===== src/rtl/regfile_check_monitor_if.sv =====
// Bus bundle for regfile_check_monitor: table programming, run control, writeback snoop and status.
// master drives stimulus/configuration, slave is the monitor.
interface regfile_check_monitor_if #(
    parameter int XLEN       = 32,
    parameter int NUM_CHECKS = 8,
    parameter int MAX_CYCLES = 1024
);
    localparam int IW = (NUM_CHECKS > 1) ? $clog2(NUM_CHECKS) : 1;
    localparam int CW = $clog2(MAX_CYCLES + 1);
    localparam int MW = $clog2(NUM_CHECKS + 1);

    logic            cfg_we;
    logic [IW-1:0]   cfg_idx;
    logic            cfg_en;
    logic [4:0]      cfg_reg;
    logic [XLEN-1:0] cfg_val;
    logic            start;
    logic            halt;
    logic            wb_en;
    logic [4:0]      wb_rd;
    logic [XLEN-1:0] wb_data;
    logic            busy;
    logic            done;
    logic            pass;
    logic            timeout;
    logic [MW-1:0]   mismatch_cnt;
    logic [IW-1:0]   first_fail_idx;
    logic [XLEN-1:0] first_fail_val;
    logic [CW-1:0]   cycle_cnt;

    modport master (
        output cfg_we, cfg_idx, cfg_en, cfg_reg, cfg_val, start, halt, wb_en, wb_rd, wb_data,
        input  busy, done, pass, timeout, mismatch_cnt, first_fail_idx, first_fail_val, cycle_cnt
    );
    modport slave (
        input  cfg_we, cfg_idx, cfg_en, cfg_reg, cfg_val, start, halt, wb_en, wb_rd, wb_data,
        output busy, done, pass, timeout, mismatch_cnt, first_fail_idx, first_fail_val, cycle_cnt
    );
endinterface


===== src/rtl/regfile_check_monitor.sv =====
// Shadows the register-file writeback port during a run, then walks a programmed
// (reg, value) table against the shadow and reports pass/fail, mismatches and cycle count.
module regfile_check_monitor #(
    parameter int XLEN       = 32,
    parameter int NUM_CHECKS = 8,
    parameter int MAX_CYCLES = 1024
) (
    input  logic                   clk,
    input  logic                   rst,
    regfile_check_monitor_if.slave bus
);
    localparam int IW = (NUM_CHECKS > 1) ? $clog2(NUM_CHECKS) : 1;
    localparam int CW = $clog2(MAX_CYCLES + 1);
    localparam int MW = $clog2(NUM_CHECKS + 1);

    typedef enum logic [1:0] {IDLE, RUN, CHECK, DONE} state_t;

    state_t          state;
    logic [XLEN-1:0] shadow  [32];
    logic            tbl_en  [NUM_CHECKS];
    logic [4:0]      tbl_reg [NUM_CHECKS];
    logic [XLEN-1:0] tbl_val [NUM_CHECKS];
    logic [IW-1:0]   chk_idx;
    logic [CW-1:0]   cycle_cnt;
    logic [MW-1:0]   mismatch_cnt;
    logic [IW-1:0]   first_fail_idx;
    logic [XLEN-1:0] first_fail_val;
    logic            pass;
    logic            timeout;

    logic [XLEN-1:0] chk_shadow;
    logic            entry_fail;
    logic [MW-1:0]   mismatch_next;
    logic            cfg_ok;

    // shadow[0] is never written, so checks against x0 naturally compare with 0
    always_comb begin
        chk_shadow    = shadow[tbl_reg[chk_idx]];
        entry_fail    = tbl_en[chk_idx] && (chk_shadow != tbl_val[chk_idx]);
        mismatch_next = mismatch_cnt + MW'(entry_fail);
        cfg_ok        = bus.cfg_we && (32'(bus.cfg_idx) < NUM_CHECKS);
    end

    always_ff @(posedge clk or posedge rst) begin
        if (rst) begin
            state          <= IDLE;
            chk_idx        <= '0;
            cycle_cnt      <= '0;
            mismatch_cnt   <= '0;
            first_fail_idx <= '0;
            first_fail_val <= '0;
            pass           <= 1'b0;
            timeout        <= 1'b0;
            for (int i = 0; i < 32; i++) shadow[i] <= '0;
            for (int i = 0; i < NUM_CHECKS; i++) begin
                tbl_en[i]  <= 1'b0;
                tbl_reg[i] <= '0;
                tbl_val[i] <= '0;
            end
        end else begin
            case (state)
                IDLE, DONE: begin
                    if (cfg_ok) begin
                        tbl_en[bus.cfg_idx]  <= bus.cfg_en;
                        tbl_reg[bus.cfg_idx] <= bus.cfg_reg;
                        tbl_val[bus.cfg_idx] <= bus.cfg_val;
                    end
                    if (bus.start) begin
                        state          <= RUN;
                        chk_idx        <= '0;
                        cycle_cnt      <= '0;
                        mismatch_cnt   <= '0;
                        first_fail_idx <= '0;
                        first_fail_val <= '0;
                        pass           <= 1'b0;
                        timeout        <= 1'b0;
                        for (int i = 0; i < 32; i++) shadow[i] <= '0;
                    end
                end
                RUN: begin
                    cycle_cnt <= cycle_cnt + 1'b1;
                    if (bus.wb_en && bus.wb_rd != 5'd0) shadow[bus.wb_rd] <= bus.wb_data;
                    // halt wins over a coincident timeout
                    if (bus.halt) begin
                        state <= CHECK;
                    end else if (cycle_cnt == CW'(MAX_CYCLES - 1)) begin
                        timeout <= 1'b1;
                        state   <= CHECK;
                    end
                end
                CHECK: begin
                    mismatch_cnt <= mismatch_next;
                    if (entry_fail && mismatch_cnt == '0) begin
                        first_fail_idx <= chk_idx;
                        first_fail_val <= chk_shadow;
                    end
                    chk_idx <= chk_idx + 1'b1;
                    if (chk_idx == IW'(NUM_CHECKS - 1)) begin
                        state <= DONE;
                        pass  <= (mismatch_next == '0) && !timeout;
                    end
                end
                default: state <= IDLE;
            endcase
        end
    end

    assign bus.busy           = (state == RUN) || (state == CHECK);
    assign bus.done           = (state == DONE);
    assign bus.pass           = pass;
    assign bus.timeout        = timeout;
    assign bus.mismatch_cnt   = mismatch_cnt;
    assign bus.first_fail_idx = first_fail_idx;
    assign bus.first_fail_val = first_fail_val;
    assign bus.cycle_cnt      = cycle_cnt;
endmodule


===== src/flat_wrapper.sv =====
// flat-port wrapper written by rule: the top's interface ports become plain ports
module regfile_check_monitor_flat 
#(
    parameter int XLEN       = 32,
    parameter int NUM_CHECKS = 8,
    parameter int MAX_CYCLES = 1024
)
  (clk, rst, bus_cfg_we, bus_cfg_idx, bus_cfg_en, bus_cfg_reg, bus_cfg_val, bus_start, bus_halt, bus_wb_en, bus_wb_rd, bus_wb_data, bus_busy, bus_done, bus_pass, bus_timeout, bus_mismatch_cnt, bus_first_fail_idx, bus_first_fail_val, bus_cycle_cnt);
  regfile_check_monitor_if #(.XLEN(XLEN), .NUM_CHECKS(NUM_CHECKS), .MAX_CYCLES(MAX_CYCLES)) bus_i ();
  input  logic clk;
  input  logic rst;
  input wire logic [$bits(bus_i.cfg_we)-1:0] bus_cfg_we;
  input wire logic [$bits(bus_i.cfg_idx)-1:0] bus_cfg_idx;
  input wire logic [$bits(bus_i.cfg_en)-1:0] bus_cfg_en;
  input wire logic [$bits(bus_i.cfg_reg)-1:0] bus_cfg_reg;
  input wire logic [$bits(bus_i.cfg_val)-1:0] bus_cfg_val;
  input wire logic [$bits(bus_i.start)-1:0] bus_start;
  input wire logic [$bits(bus_i.halt)-1:0] bus_halt;
  input wire logic [$bits(bus_i.wb_en)-1:0] bus_wb_en;
  input wire logic [$bits(bus_i.wb_rd)-1:0] bus_wb_rd;
  input wire logic [$bits(bus_i.wb_data)-1:0] bus_wb_data;
  output wire logic [$bits(bus_i.busy)-1:0] bus_busy;
  output wire logic [$bits(bus_i.done)-1:0] bus_done;
  output wire logic [$bits(bus_i.pass)-1:0] bus_pass;
  output wire logic [$bits(bus_i.timeout)-1:0] bus_timeout;
  output wire logic [$bits(bus_i.mismatch_cnt)-1:0] bus_mismatch_cnt;
  output wire logic [$bits(bus_i.first_fail_idx)-1:0] bus_first_fail_idx;
  output wire logic [$bits(bus_i.first_fail_val)-1:0] bus_first_fail_val;
  output wire logic [$bits(bus_i.cycle_cnt)-1:0] bus_cycle_cnt;
  assign bus_i.cfg_we = bus_cfg_we;
  assign bus_i.cfg_idx = bus_cfg_idx;
  assign bus_i.cfg_en = bus_cfg_en;
  assign bus_i.cfg_reg = bus_cfg_reg;
  assign bus_i.cfg_val = bus_cfg_val;
  assign bus_i.start = bus_start;
  assign bus_i.halt = bus_halt;
  assign bus_i.wb_en = bus_wb_en;
  assign bus_i.wb_rd = bus_wb_rd;
  assign bus_i.wb_data = bus_wb_data;
  assign bus_busy = bus_i.busy;
  assign bus_done = bus_i.done;
  assign bus_pass = bus_i.pass;
  assign bus_timeout = bus_i.timeout;
  assign bus_mismatch_cnt = bus_i.mismatch_cnt;
  assign bus_first_fail_idx = bus_i.first_fail_idx;
  assign bus_first_fail_val = bus_i.first_fail_val;
  assign bus_cycle_cnt = bus_i.cycle_cnt;
  regfile_check_monitor #(.XLEN(XLEN), .NUM_CHECKS(NUM_CHECKS), .MAX_CYCLES(MAX_CYCLES)) u_core (.clk(clk), .rst(rst), .bus(bus_i));
endmodule

===== config.mk =====
export PLATFORM = sky130hd
export DESIGN_NAME = regfile_check_monitor_flat
export DESIGN_NICKNAME = d
export VERILOG_FILES = /design/src/rtl/regfile_check_monitor_if.sv /design/src/rtl/regfile_check_monitor.sv /design/src/flat_wrapper.sv
export SDC_FILE = /design/constraint.sdc
export NUM_CORES = 2
export LEC_CHECK = 0
export CAP_MARGIN = 20
export CORE_AREA = 2 2 441 355
export CTS_CLUSTER_DIAMETER = 200
export DETAILED_ROUTE_END_ITERATION = 10
export DIE_AREA = 0 0 443 357
export SETUP_SLACK_MARGIN = 0.4
export SLEW_MARGIN = 30
export SYNTH_ARGS = -nofsm -noshare
export SYNTH_HDL_FRONTEND = slang
export SYNTH_SLANG_ARGS = --single-unit

===== constraint.sdc =====
create_clock -name clk -period 54.9 [get_ports clk]
set_input_delay 8.235 -clock clk [delete_from_list [all_inputs] [get_ports clk]]
set_output_delay 8.235 -clock clk [all_outputs]
set_load 0.01 [all_outputs]

## Word-level counts from Yosys, hierarchy flattened

Cells that the tools add are included.

| word-level totals | value |
|---|---|
| register bits | 1385 |
| input port bits | 84 |
| output and inout bits | 54 |
| word-level logic and storage cells | 162 |

| cells by class | value |
|---|---|
| $add $sub $neg | 3 |
| magnitude comparators | 6 |
| eq/ne operators | 13 |
| muxes and demuxes | 49 |
| bitwise gates (word level) | 4 |
| reductions and logical operators | 23 |

Operators with widths:

| cell | count |
|---|---|
| two-way mux 1024 bit | 2 |
| case mux 1024 bit (2 select lines) | 1 |
| bitwise mux 1024 bit | 1 |
| bitwise mux 256 bit | 1 |
| two-way mux 32 bit | 8 |
| binary-select mux 32 bit (select 5 bit) | 1 |
| demux 32 bit (select 5 bit) | 1 |
| binary-select mux 32 bit (select 3 bit) | 1 |
| demux 32 bit (select 3 bit) | 1 |
| case mux 32 bit (2 select lines) | 1 |
| bitwise mux 40 bit | 1 |
| != test 32 bit | 1 |
| case mux 11 bit (2 select lines) | 1 |
| binary-select mux 5 bit (select 3 bit) | 1 |
| demux 5 bit (select 3 bit) | 1 |
| two-way mux 5 bit | 3 |
| greater-or-equal comparator 6 bit, second input constant | 2 |
| inverter 5 -> 6 bit | 2 |
| case mux 3 bit (2 select lines) | 2 |
| AND reduction 3 bit | 4 |
| adder 11 x 1 -> 11 bit, second input constant | 1 |
| equality test 11 x 10 -> 1 bit, second input constant | 1 |
| two-way mux 11 bit | 1 |
| bitwise mux 8 bit | 1 |
| 31 further kinds | 58 |

## Logic depth before layout (Yosys ltp)

| logic depth | value |
|---|---|
| word-level depth | 15 |
| depth in mapped cells | 22 |
| mapped depth without buffers | 16 |

## Least setup slack after synthesis

No wires, ideal clock.

| path | value |
|---|---|
| path type | in2reg |
| from | input bus_start |
| to | register u_core.shadow[0] (netlist bit) |
| setup time | 133 ps |
| data arrival time | 9671 ps |
| data required time | 54767 ps |
| setup slack | 45096 ps |
| cell stages on the path | 9 |
| buffers on the path | 3 |
| cells stage by stage | nand2b_1 -> clkbuf_1 -> o21ai_0 -> a21oi_1 -> clkbuf_1 -> nand2_1 -> clkbuf_1 -> nand2_1 -> o21ai_0 |

| on the way | value |
|---|---|
| cells in the longest elaborated chain, start to end | 2 |

Ends and longest elaborated chain:

| element | line | RTL |
|---|---|---|
| start: declaration | flat_wrapper.sv:17 | `input wire logic [$bits(bus_i.start)-1:0] bus_start;` |
| != test 2 bit (no source line) | n/a |  |
| AND reduction 3 bit (no source line) | n/a |  |
| end signal: indexed assignment | regfile_check_monitor.sv:82 | `if (bus.wb_en && bus.wb_rd != 5'd0) shadow[bus.wb_rd] <= bus.wb_data;` |
| end: declaration | regfile_check_monitor.sv:19 | `logic [XLEN-1:0] shadow [32];` |

Every way passes these cells.
A chain may end at the register's enable or synchronous reset.

## Worst setup path in the final report

| path | value |
|---|---|
| from | input bus_wb_rd[0] |
| to | register u_core.shadow[864] (netlist bit) |

| on the way | value |
|---|---|
| cells in the longest elaborated chain, start to end | 8 |
| elaborated cells on any way between the ends | 13 |
| those cells by class | 2 x order compare; 1 x eq/ne; 5 x mux; 1 x bitwise; 4 x reduce/logical |

Ends and longest elaborated chain:

| element | line | RTL |
|---|---|---|
| start: declaration | flat_wrapper.sv:20 | `input wire logic [$bits(bus_i.wb_rd)-1:0] bus_wb_rd;` |
| inverter 5 -> 6 bit (not written as such) | regfile_check_monitor.sv:82 |  |
| greater-or-equal comparator 6 bit (not written as such) or less-than comparator 6 x 1 -> 1 bit (tied branches) | regfile_check_monitor.sv:82 |  |
| logical AND 1 bit (not written as such) | regfile_check_monitor.sv:82 |  |
| two-way mux 32 bit (not written as such) | regfile_check_monitor.sv:82 |  |
| demux 32 bit (select 5 bit) | regfile_check_monitor.sv:82 |  |
| bitwise mux 1024 bit | regfile_check_monitor.sv:82 |  |
| two-way mux 1024 bit | regfile_check_monitor.sv:82 |  |
| case mux 1024 bit (2 select lines) | regfile_check_monitor.sv:61 | `case (state)` |

Parallel ways exist; a longest one is shown, timed or not. The select of a mux whose other input is x is not followed.

==> results.cfg <==
[pwr]
power.density_nw_per_um2 = 63.5
finalPower_mw = 4.50
peakVddDrop_mv = 0.0509
p_leak_nw = 30.4

[timing]
rsz0062_at_grt = false
min_period_over_period = 0.198
tightest_slew_ns = 1.11
final_max_slew_viol_count = 0
fin_worst_skew_ns = 0.0245
setup_viol = 0
slew-limit-headroom = 0.257
hold_viol = 0
fmax_ghz = 0.0920
fin_crit_ns = 10.87
setup_tns_ns = 0

[min_path]
hold_path_class = reg -> reg

[global_route]
grt_pass1_vias = 46400
grt_first_pass_wirelength_mm = 319
antenna_found_initial = 11
grtUsageMet2 = 0.394
grt.overflow.total = 0
use_met3 = 0.0532
grt_use_met1 = 0.394
grt-busiest-layer = met1
grt_max_degree = 166
track_usage = 0.270

[critical_path]
cp_slowest_stage_delay_ns = 0.73
crit_chain = clkdlybuf4s50_1 -> nor2_1 -> nand2_1 -> nand2_1 -> a21oi_4 -> buf_4 -> nand2_1 -> buf_4 -> nand2_1 -> o21ai_0
start_kind = input port
required_ns = 55.60
cp_num_buf_inv = 3
cp_common_cell = nand2_1
worstPathArrival_ns = 11.57
path_class = in -> reg
cp_slowest_cell = nand2_1
critPathMaxFanout = 31
cp-end-kind = flip-flop
crit_family = simple AND/OR/NAND/NOR gates

[clock_network]
cts_root_buf = clkbuf_16
ctsHoldBuffers = 0
cts_resized = 0
tritoncts = yes
cts_buffers = 141
htreeDepth = 4
clock_latency_ns = 0.81
cts_setup_buffers = 0
clock_sinks = 1385
clock_path_buffers = 3
clk_pin_slew_ns = 0.06

[synth]
synthCells = 6067
synth.most_common_cell = nand2_1
synth_top_cell_by_area = dfrtp_1
synth_common_cells = nand2_1, dfrtp_1, o21ai_0
synth_top_family_by_area = multiplexers
netlist.area_leader.share = 0.552
synthMuxAreaShare = 0.157
synth_enable_flop_cells = 0
avgSynthCellArea_um2 = 10.3
synth_xor_xnor_area_share = 0.00237
syn_nets = 6160
synth_compound_area_frac = 0.123
ys_ff_latch = 1385
async_reset_ff_frac = 1.00
synthSimpleGateAreaFrac = 0.126
synth_area_um2 = 62700
synth_warnings = 0
synth-main-ff-cell = dfrtp_1
ys_top_cells_by_area = dfrtp_1, nand2_1, o21ai_0
post_synth_num_cell_types = 79
yosysSeqAreaShare = 0.552
synthAdderAreaFrac = 0.00179

[routing]
viasPerCell = 5.95
firstDrtPassIters = 5
wl_per_cell_um = 26.5
wirelength_mm = 216
ant_nets = 0
drtIter0Drc = 5420
via_count = 48400
drc = 0

[floorplanning]
start_util = 0.408
num_rows = 129
die_h_um = 357
core_um2 = 154000
fp.dieW_um = 443
ios = 138
die_area_um2 = 158000

[run]
maxCapViolations = 0

[placed_design]
gp_congestion = 0.856
portBuffers = 137
dp_hpwl_mm = 127

[final_layout]
syn_to_final_growth_pct = 13.0
layout.nets = 6081
nFillCells = 14300
largest_reg_flops = 1024
drive_gt1_frac = 0.144

[status]
outcome = finished, final reports clean
report_power, final:
part / switching [mW] / leakage, nW / total [mW] / internal, mW
clock: 0.424 / 2.37 / 1.01 / 0.584
combinational: 1.58 / 9.30 / 2.21 / 0.631
sequential: 0.0973 / 18.8 / 1.29 / 1.19
placed cells by master, fill, tap and decap left out, types with 14 or more instances in the layout:
master / instances
o21ai_0: 1037
nand3_1: 103
a221o_1: 19
mux4_2: 76
mux2_2: 329
o221ai_1: 80
clkdlybuf4s50_1: 137
buf_4: 136
mux2i_1: 435
and3_1: 15
nand2_1: 1429
inv_1: 14
clkbuf_1: 32
dfrtp_1: 1382
a21oi_1: 79
nor2b_1: 38
nand2_2: 30
a31oi_1: 19
clkbuf_8: 35
nand4_1: 62
nor2_1: 126
clkinv_2: 19
clkbuf_16: 142
o22ai_1: 54
kinds of logic after synthesis:
| kind of cell | Yosys count |
|---|---|
| flip-flops | 1385 |
| buffers and inverters | 526 |
| multiplexers | 846 |
| AO/OA/AOI/OAI | 1379 |
| XOR/XNOR | 17 |
| adder cells (fa/ha/maj) | 9 |
| AND/OR/NAND/NOR | 1905 |
metrics by stage:
| stage | cells | cell area (um^2) | setup WS [ns] | utilization | hold WS, ns |
|---|---|---|---|---|---|
| 3_3_place_gp | 7872 | 65800 | 42.76 | 0.428 | 0.456 |
| 3_5_place_dp | 7872 | 66000 | 42.98 | 0.429 | 0.465 |
| 5_1_grt | 8136 | 70900 | 43.73 | 0.461 | 0.494 |
| 2_1_floorplan | 6067 | 62700 | 7.61 | - | 0.442 |
| 6_report | 8137 | 70900 | 44.03 | 0.461 | 0.477 |
| 4_1_cts | 8128 | 70800 | 43.83 | 0.460 | 0.478 |
per-layer routing:
| metal | vias to the layer above | part of all wire |
|---|---|---|
| met5 | - | 0 |
| met3 | 356 | 0.089 |
| li1 | 21000 | - |
| met4 | 0 | 0.037 |
| met1 | 24800 | 0.44 |
| met2 | 2276 | 0.43 |
worst register-to-register path, cell delays in order, from the launching register on:
cell	delay (ns)
dfrtp_4	0.75
buf_4	0.68
nor2_1	0.18
a22o_1	0.24
buf_4	0.21
nor2_4	0.30
buf_12	0.58
buf_4	0.77
mux2i_1	0.57
o211ai_1	0.16
nor4_2	0.92
xnor2_1	0.31
nor3b_1	0.76
nand4_1	0.30
nor4_2	0.73
nor2_1	0.12
ha_1	0.25
ha_1	0.30
or4_1	0.50
o41ai_1	0.33
worst paths after layout:
path	from	end	slack [ns]	cells past startpoint
hold reg to reg	u_core.shadow[915]	u_core.shadow[915]	0.48	2
setup reg to reg	u_core.chk_idx[0]	u_core.bus.pass	45.85	19
max in group asynchronous	rst	u_core.shadow[244]	44.16	5
hold / removal	u_core.shadow[915]	u_core.shadow[915]	0.48	2
setup / recovery	bus_wb_rd[0]	u_core.shadow[864]	44.03	10
min in group asynchronous	rst	u_core.tbl_val[70]	7.97	2
final cells by class:
class	instances	area [um^2]	share of cell area
Tap cell	2030	2540	0.0358
Sequential cell	1385	34700	0.489
Clock inverter	47	657	0.00926
Antenna cell	6	15.0	0.000212
Clock buffer	209	4160	0.0586
Timing Repair Buffer	289	2670	0.0376
Multi-Input combinational cell	4156	26200	0.369
Inverter	15	63.8	0.000900
Power figures use the tool's default switching activity.
